File: src/rtl/rgd_pkg.sv
// rgd_pkg: shared types and defaults for the RGD requester front end.
`timescale 1ns/1ps
package rgd_pkg;
  typedef enum logic [1:0] {IDLE, REQ, OWN, REL} state_e;
  localparam int SYNC_STAGES_DEF = 2;
  localparam int LEN_W_DEF = 8;
endpackage

File: src/rtl/rgd_requester_if.sv
// rgd_requester_if: local command/status plus RGD wires of one requester port.
// Optional timeout signals exist only when RGD_REQ_TIMEOUT_EN is defined.
`timescale 1ns/1ps
import rgd_pkg::*;
interface rgd_requester_if #(parameter int LEN_W = LEN_W_DEF);
  logic start;
  logic [LEN_W-1:0] len;
  logic busy, own, done_pulse, r, d, g;
`ifdef RGD_REQ_TIMEOUT_EN
  logic [LEN_W-1:0] wait_max;
  logic timeout_err, timeout_clr;
  modport slave (input start, len, g, wait_max, timeout_clr, output busy, own, done_pulse, r, d, timeout_err);
  modport master (output start, len, g, wait_max, timeout_clr, input busy, own, done_pulse, r, d, timeout_err);
`else
  modport slave (input start, len, g, output busy, own, done_pulse, r, d);
  modport master (output start, len, g, input busy, own, done_pulse, r, d);
`endif
endinterface

File: src/rtl/rgd_sync.sv
// rgd_sync: SYNC_STAGES-deep flop synchronizer, sync active-low reset to 0.
`timescale 1ns/1ps
module rgd_sync #(
  parameter int SYNC_STAGES = 2
) (
  input  logic clk,
  input  logic rstn,
  input  logic d_i,
  output logic q_o
);
  logic [SYNC_STAGES-1:0] ff_q;
  always_ff @(posedge clk)
    ff_q <= !rstn ? '0 : {ff_q[SYNC_STAGES-2:0], d_i};
  assign q_o = ff_q[SYNC_STAGES-1];
endmodule

File: src/rtl/rgd_requester.sv
// rgd_requester: turns a start pulse into a four-phase RGD request/own/release cycle.
// Optional sticky grant-wait timeout enabled by RGD_REQ_TIMEOUT_EN.
`timescale 1ns/1ps
module rgd_requester
  import rgd_pkg::*;
#(
  parameter int SYNC_STAGES = SYNC_STAGES_DEF,
  parameter int LEN_W = LEN_W_DEF
) (
  input logic clk,
  input logic rstn,
  rgd_requester_if.slave bus
);
  state_e state_q, state_d;
  logic [LEN_W-1:0] cnt_q, cnt_d;
  logic g_s, done_d, done_q, r_q, own_q, d_q;
  rgd_sync #(.SYNC_STAGES(SYNC_STAGES)) u_sync (.clk(clk), .rstn(rstn), .d_i(bus.g), .q_o(g_s));
  always_comb begin
    state_d = state_q;
    cnt_d = cnt_q;
    done_d = 1'b0;
    case (state_q)
      IDLE: if (bus.start) begin
        state_d = REQ;
        cnt_d = (bus.len == '0) ? LEN_W'(1) : bus.len;
      end
      REQ: if (g_s) state_d = OWN;
      OWN: if (cnt_q == LEN_W'(1)) state_d = REL; else cnt_d = cnt_q - LEN_W'(1);
      REL: if (!g_s) begin
        state_d = IDLE;
        done_d = 1'b1;
      end
      default: state_d = IDLE;
    endcase
  end
  always_ff @(posedge clk)
    if (!rstn) begin
      state_q <= IDLE;
      cnt_q <= '0;
      done_q <= 1'b0;
      r_q <= 1'b0;
      own_q <= 1'b0;
      d_q <= 1'b0;
    end else begin
      state_q <= state_d;
      cnt_q <= cnt_d;
      done_q <= done_d;
      r_q <= state_d != IDLE;
      own_q <= state_d == OWN;
      d_q <= state_d == REL;
    end
  assign bus.r = r_q;
  assign bus.busy = r_q;
  assign bus.own = own_q;
  assign bus.d = d_q;
  assign bus.done_pulse = done_q;
`ifdef RGD_REQ_TIMEOUT_EN
  // wait counter saturates at wait_max so the error fires once per REQ visit
  logic [LEN_W-1:0] wcnt_q, wcnt_d;
  logic err_q, err_d, hit;
  always_comb begin
    wcnt_d = state_q != REQ ? '0 : (!g_s && wcnt_q != bus.wait_max) ? wcnt_q + LEN_W'(1) : wcnt_q;
    hit = state_q == REQ && !g_s && bus.wait_max != '0 && wcnt_q + LEN_W'(1) == bus.wait_max;
    err_d = hit | (err_q & ~bus.timeout_clr);
  end
  always_ff @(posedge clk)
    if (!rstn) begin
      wcnt_q <= '0;
      err_q <= 1'b0;
    end else begin
      wcnt_q <= wcnt_d;
      err_q <= err_d;
    end
  assign bus.timeout_err = err_q;
`endif
endmodule

File: src/flat_wrapper.sv
// flat-port wrapper written by rule: the top's interface ports become plain ports
module rgd_requester_flat import rgd_pkg::*;
#(
  parameter int SYNC_STAGES = SYNC_STAGES_DEF,
  parameter int LEN_W = LEN_W_DEF
)
  (clk, rstn, bus_start, bus_len, bus_g, bus_busy, bus_own, bus_done_pulse, bus_r, bus_d);
  rgd_requester_if #(.LEN_W(LEN_W)) bus_i ();
  input logic clk;
  input logic rstn;
  input wire logic [$bits(bus_i.start)-1:0] bus_start;
  input wire logic [$bits(bus_i.len)-1:0] bus_len;
  input wire logic [$bits(bus_i.g)-1:0] bus_g;
  output wire logic [$bits(bus_i.busy)-1:0] bus_busy;
  output wire logic [$bits(bus_i.own)-1:0] bus_own;
  output wire logic [$bits(bus_i.done_pulse)-1:0] bus_done_pulse;
  output wire logic [$bits(bus_i.r)-1:0] bus_r;
  output wire logic [$bits(bus_i.d)-1:0] bus_d;
  assign bus_i.start = bus_start;
  assign bus_i.len = bus_len;
  assign bus_i.g = bus_g;
  assign bus_busy = bus_i.busy;
  assign bus_own = bus_i.own;
  assign bus_done_pulse = bus_i.done_pulse;
  assign bus_r = bus_i.r;
  assign bus_d = bus_i.d;
  rgd_requester #(.SYNC_STAGES(SYNC_STAGES), .LEN_W(LEN_W)) u_core (.clk(clk), .rstn(rstn), .bus(bus_i));
endmodule
File: config.mk
export PLATFORM = sky130hd
export DESIGN_NAME = rgd_requester_flat
export DESIGN_NICKNAME = d
export VERILOG_FILES = /design/src/rtl/rgd_pkg.sv /design/src/rtl/rgd_requester_if.sv /design/src/rtl/rgd_sync.sv /design/src/rtl/rgd_requester.sv /design/src/flat_wrapper.sv
export SDC_FILE = /design/constraint.sdc
export NUM_CORES = 1
export LEC_CHECK = 0
export CORE_MARGIN = 5
export CORE_UTILIZATION = 44
export DETAILED_ROUTE_END_ITERATION = 10
export PLACE_DENSITY = 0.73
export SLEW_MARGIN = 5
export SYNTH_ARGS = -nofsm -noshare
export SYNTH_HDL_FRONTEND = slang
export SYNTH_SLANG_ARGS = --single-unit
File: constraint.sdc
create_clock -name clk -period 1.45 [get_ports clk]
set_input_delay 0.29 -clock clk [delete_from_list [all_inputs] [get_ports clk]]
set_output_delay 0.29 -clock clk [all_outputs]
set_load 0.01 [all_outputs]
; Word-level counts from Yosys, hierarchy flattened
; Index checks and enable logic that the tools add are counted.
[totals]
regBits = 16
input_bits = 12
[classes]
add_sub_neg = 1
eq_ne = 8
n_mux = 10
reduce_logical = 6
[ops]
columns = cell, n
row1 = $mux W8, 3
row2 = $pmux W8 S2, 1
row3 = $eq A2 B2 Y1 const B, 4
row4 = $eq A8 B1 Y1 const B, 1
row5 = $logic_not A8 Y1, 1
row6 = $mux W2, 4
row7 = $pmux W2 S4, 1
row8 = $sub A8 B1 Y8 const B, 1
row9 = $ne A2 B2 Y1 const B, 2
row10 = $reduce_bool A2 Y1, 2
row11 = $reduce_and A3 Y1, 1
row12 = $eq A2 B1 Y1 const B, 1
row13 = $logic_not A2 Y1, 1
row14 = $reduce_and A2 Y1, 1
row15 = $mux W1, 1

; Logic depth before layout (Yosys ltp)
[logic_depth]
depth_word = 4
ltp_mapped = 7

; By module
; Synthesis repeated with hierarchy kept, for this count alone.
[hier_totals]
cells_unflattened = 101
hier_area_um2 = 860.8
[modules_own_cells]
columns = mod, instances, cells_each, area_per_inst_um2
row1 = rgd_requester, 1, 97, 808.3
row2 = rgd_sync, 1, 4, 52.6

; Worst setup path before layout
; Ideal clock, no wire load.
[synth_timing]
kind = reg2reg
start = register u_core.cnt_q[1]
end = register u_core.cnt_q[2]
arrival_time_ps = 1281
required_ps = 1334
setup_slack_ps = 53
stages_incl_launch_ff = 7
path_buffers = 0
path_cell_list = dfxtp_1 -> inv_1 -> ha_1 -> nor4b_4 -> a31oi_1 -> o21ai_0 -> a31o_1
[synth_via]
elab_chain_len = 3
word_cells_on_any_way = 6
cone_classes = add/sub: 1 / eq/ne: 2 / mux: 2 / reduce/logical: 1
[synth_lines]
columns = element, line_no
row1 = from (decl), rgd_requester.sv:15  ; logic [LEN_W-1:0] cnt_q, cnt_d;
row2 = from (signal assigned), rgd_requester.sv:46  ; cnt_q <= cnt_d;
row3 = $sub A8 B1 Y8 or $eq A8 B1 Y1 (tied branches), rgd_requester.sv:28  ; OWN: if (cnt_q == LEN_W'(1)) state_d = REL; else cnt_d = cnt_q - LEN_W'(1);
row4 = $mux W8 or $ne A2 B2 Y1 (tied branches), n/a
row5 = $pmux W8 S2 or $reduce_and A3 Y1 (tied branches), n/a
; Several ways; a longest one is shown, not always the timed one. The select of a mux whose other input is x is not followed.
; A chain may end at the register's enable or synchronous reset.

; Worst setup path after layout
[layout_timing]
start = register u_core.cnt_q[1]
end = register u_core.cnt_q[1]
; Same word-level chain as after synthesis.

==> reports/results.tsv <==
stage	metric	value	unit
place	Post-DP HPWL	1.48	mm
sta	final count of hold timing violations	0	
floorplanning	Die Width	54.0	um
worst_setup_path	Critical Path AT	1660	ps
run_status	outcome	finished clean	
sta	max_slew headroom	76.4	%
routing	Vias/cell	5.21	
clock_network	root buffer cell	clkbuf_4	
floorplanning	Die ar.	2920	um^2
synthesis	synth unique cells	41	
layout	commonest non-fill, non-tap cell in the layout	buf_4	
layout	final instance area	1240	um^2
synthesis	syn_area_per_cell	8.61	um^2
synthesis	Post-Synth Simple-Gate Area	28.6	%
clock_network	clk slew on worst S/H paths	90	ps
synthesis	asr flop ratio synth	0	%
routing	DRT Pass-1 Iters	4	
grt	first-pass GRT wire length	3.38	mm
synthesis	Compound-Gate Fraction of Synth Area	23.5	%
synthesis	Synth Flop Type	dfxtp_1	
grt	vias in the first global route	801	
power	peak supply drop	654	uV
floorplanning	Std-Cell Rows	16	
routing	DR iter-0 viols	19	
clock_network	CTS Buf Count	3	
layout	Final nets	145	
layout	# diodes	0	
worst_setup_path	critical path class	reg -> reg	
clock_network	H-tree depth	1	
synthesis	number of synthesized register bits	16	
sta	WHS	444	ps
synthesis	share of the yosys chip area belonging to registers	37.6	%
floorplanning	initial core utilization	44.8	%
routing	top sig layer	met4	
worst_setup_path	CP peak stage delay	330	ps
worst_setup_path	worst-path maximum fanout	5	
sta	skew final	3.61	ps
worst_setup_path	Setup crit start kind	register	
synthesis	Adder-Cell Fraction of Synth Area	2.94	%
layout	Filler cells	163	
power	Pleak	0.000573	uW
place	GP Congestion	0.762	
routing	Final ANT Viol Nets	0	
min_path	worst hold path class	reg -> reg	
grt	global-route usage over all layers	16.2	%
job	max cap viols	0	
synthesis	largest family of logic cells by synthesized area	simple AND/OR/NAND/NOR gates	
grt	Congestion Overflow GR	0	
clock_network	CTS tree	done	
sta	Slew Limit Fails	0	
power	total design power	1060	uW
layout	final core utilization	65.4	%
clock_network	Clock Sinks	16	
place	# port buffers	16	
clock_network	worst-case clock buffer depth	2	
worst_setup_path	CP Cell Sequence	inv_2 -> ha_4 -> nor4b_4 -> a31oi_1 -> buf_4 -> o211ai_1 -> and3_1	
floorplanning	# IOs	17	
routing	DR WL met3	61	um
routing	routed length on met2	992	um
synthesis	synthesized instance count	99	
synthesis	EDFF count, synth	0	
layout	most frequent cells in the layout	buf_4 (16), dfxtp_1 (13), nand2_1 (11), clkdlybuf4s50_1 (11), a21oi_1 (8)	
synthesis	Synth Area in XOR/XNOR	1.03	%
routing	Residual DRC	0	
grt	largest net degree at the start of global routing	12	
place	placed inst area	1130	um^2
synthesis	Synth Net Count	113	
grt	initial antenna violation count	0	
worst_setup_path	required time worst endpoint	1690	ps
sta	RSZ-0062 raised after global routing	true	
synthesis	mux share of post-synthesis cell area	0	%
floorplanning	Vert. Die Dim	54.0	um
worst_setup_path	Worst Setup End Kind	register	
sta	Max Clk Rate	702	MHz
floorplanning	Core Region	1900	um^2
power	pwr/cell area	856	nW/um^2
sta	final worst path period need	1430	ps
layout	share of layout cells above drive strength 1	27.7	%
routing	WL final	2.03	mm
routing	WL met1	935	um
routing	Avg WL per Cell	12.9	um
worst_setup_path	crit path max-delay cell type	dfxtp_2	
sta	Final Cycle Share	98.3	%
sta	Worst Max-Slew Pin Slew	353	ps
synthesis	Ys Warns	0	
sta	Setup Viol. Count Final	0	
routing	via count	818	
synthesis	Synth Cell Area	852	um^2
clock_network	clock latency on the worst-skew pair	290	ps
layout	Area growth syn-to-layout	46.0	%
[sequential cells by signal, summed over array words and instances (netlist names)]
name / count
u_core.cnt_q: 8
u_core.bus.d: 1
u_core.state_q: 2
u_core.bus.own: 1
u_core.bus.done_pulse: 1
u_core.u_sync.ff_q: 2
u_core.bus.busy: 1
[layout make-up]
type	count	area [um^2]	area share, %
Multi-Input combinational cell	74	546	43.9
Sequential cell	16	324	26.1
Timing Repair Buffer	32	289	23.2
Clock buffer	4	36.3	2.92
Tap cell	27	33.8	2.72
Inverter	4	15.0	1.21
[cells in the mapped netlist (2+ instances only)]
master | n | area [um^2]
buf_4 | 2 | 15.0
o31ai_1 | 2 | 15.0
ha_1 | 2 | 25.0
a21boi_1 | 3 | 22.5
dfxtp_1 | 16 | 320
clkbuf_1 | 2 | 7.51
nand2_1 | 12 | 45.0
nand4b_1 | 2 | 17.5
a21o_1 | 2 | 15.0
nor2_1 | 6 | 22.5
a31o_1 | 2 | 17.5
inv_1 | 4 | 15.0
nand3_1 | 4 | 20.0
and2_1 | 2 | 12.5
o21ai_1 | 3 | 15.0
nand2b_1 | 3 | 18.8
a21oi_1 | 8 | 40.0
[worst max-delay path: cells and delay by family, from the launching register on]
family	cells	cell delay, ps
buf+inv	2	230
fa+ha+maj	1	120
flops	1	330
compound gates	2	210
simple gates	2	460
[worst paths after layout]
check,startpoint,endpoint,slack [ps],depth (start not counted)
worst min register to register,u_core.u_sync.ff_q[0],u_core.u_sync.ff_q[1],440,1
worst max-delay path,u_core.cnt_q[1],u_core.cnt_q[1],20,7
worst min-delay path,u_core.u_sync.ff_q[0],u_core.u_sync.ff_q[1],440,1
worst max register to register,u_core.cnt_q[1],u_core.cnt_q[1],20,7
[power breakdown]
group	leakage (uW)	switching, uW	internal (uW)	total (uW)
logic	0.000419	125	147	272
registers	0.000133	29.5	468	497
clock network	0.0000210	142	153	295
[metrics by stage]
step                      setup WS (ps)  std cells  TNS [ps]
after floorplan                    53.1         99         0
after global placement             -213        152     -1150
after detailed placement           -262        152     -1450
after CTS                          3.25        157         0
after global routing               -109        157      -592
final                              24.9        157         0
[routing by layer]
metal,GRT usage (%),vias up
met5,0,-
li1,-,424
met2,25.4,9
met4,8.71,0
met3,3.60,4
met1,20.3,381
[logic make-up after synthesis]
group / count (synthesis)
flops: 16
xor+xnor: 1
compound gates: 30
fa+ha+maj: 2
buf+inv: 10
simple gates: 40
[what timing repair did]
| item | CTS | global route |
|---|---|---|
| endpoints found under the setup margin | 9 | 15 |
| hold buffers | 0 | 0 |
| gates cloned | 1 | 0 |
| resized for setup | 8 | 14 |
| pin swaps | 4 | 3 |
| buffers inserted | 0 | 0 |
(Power assumes the default switching activity.)
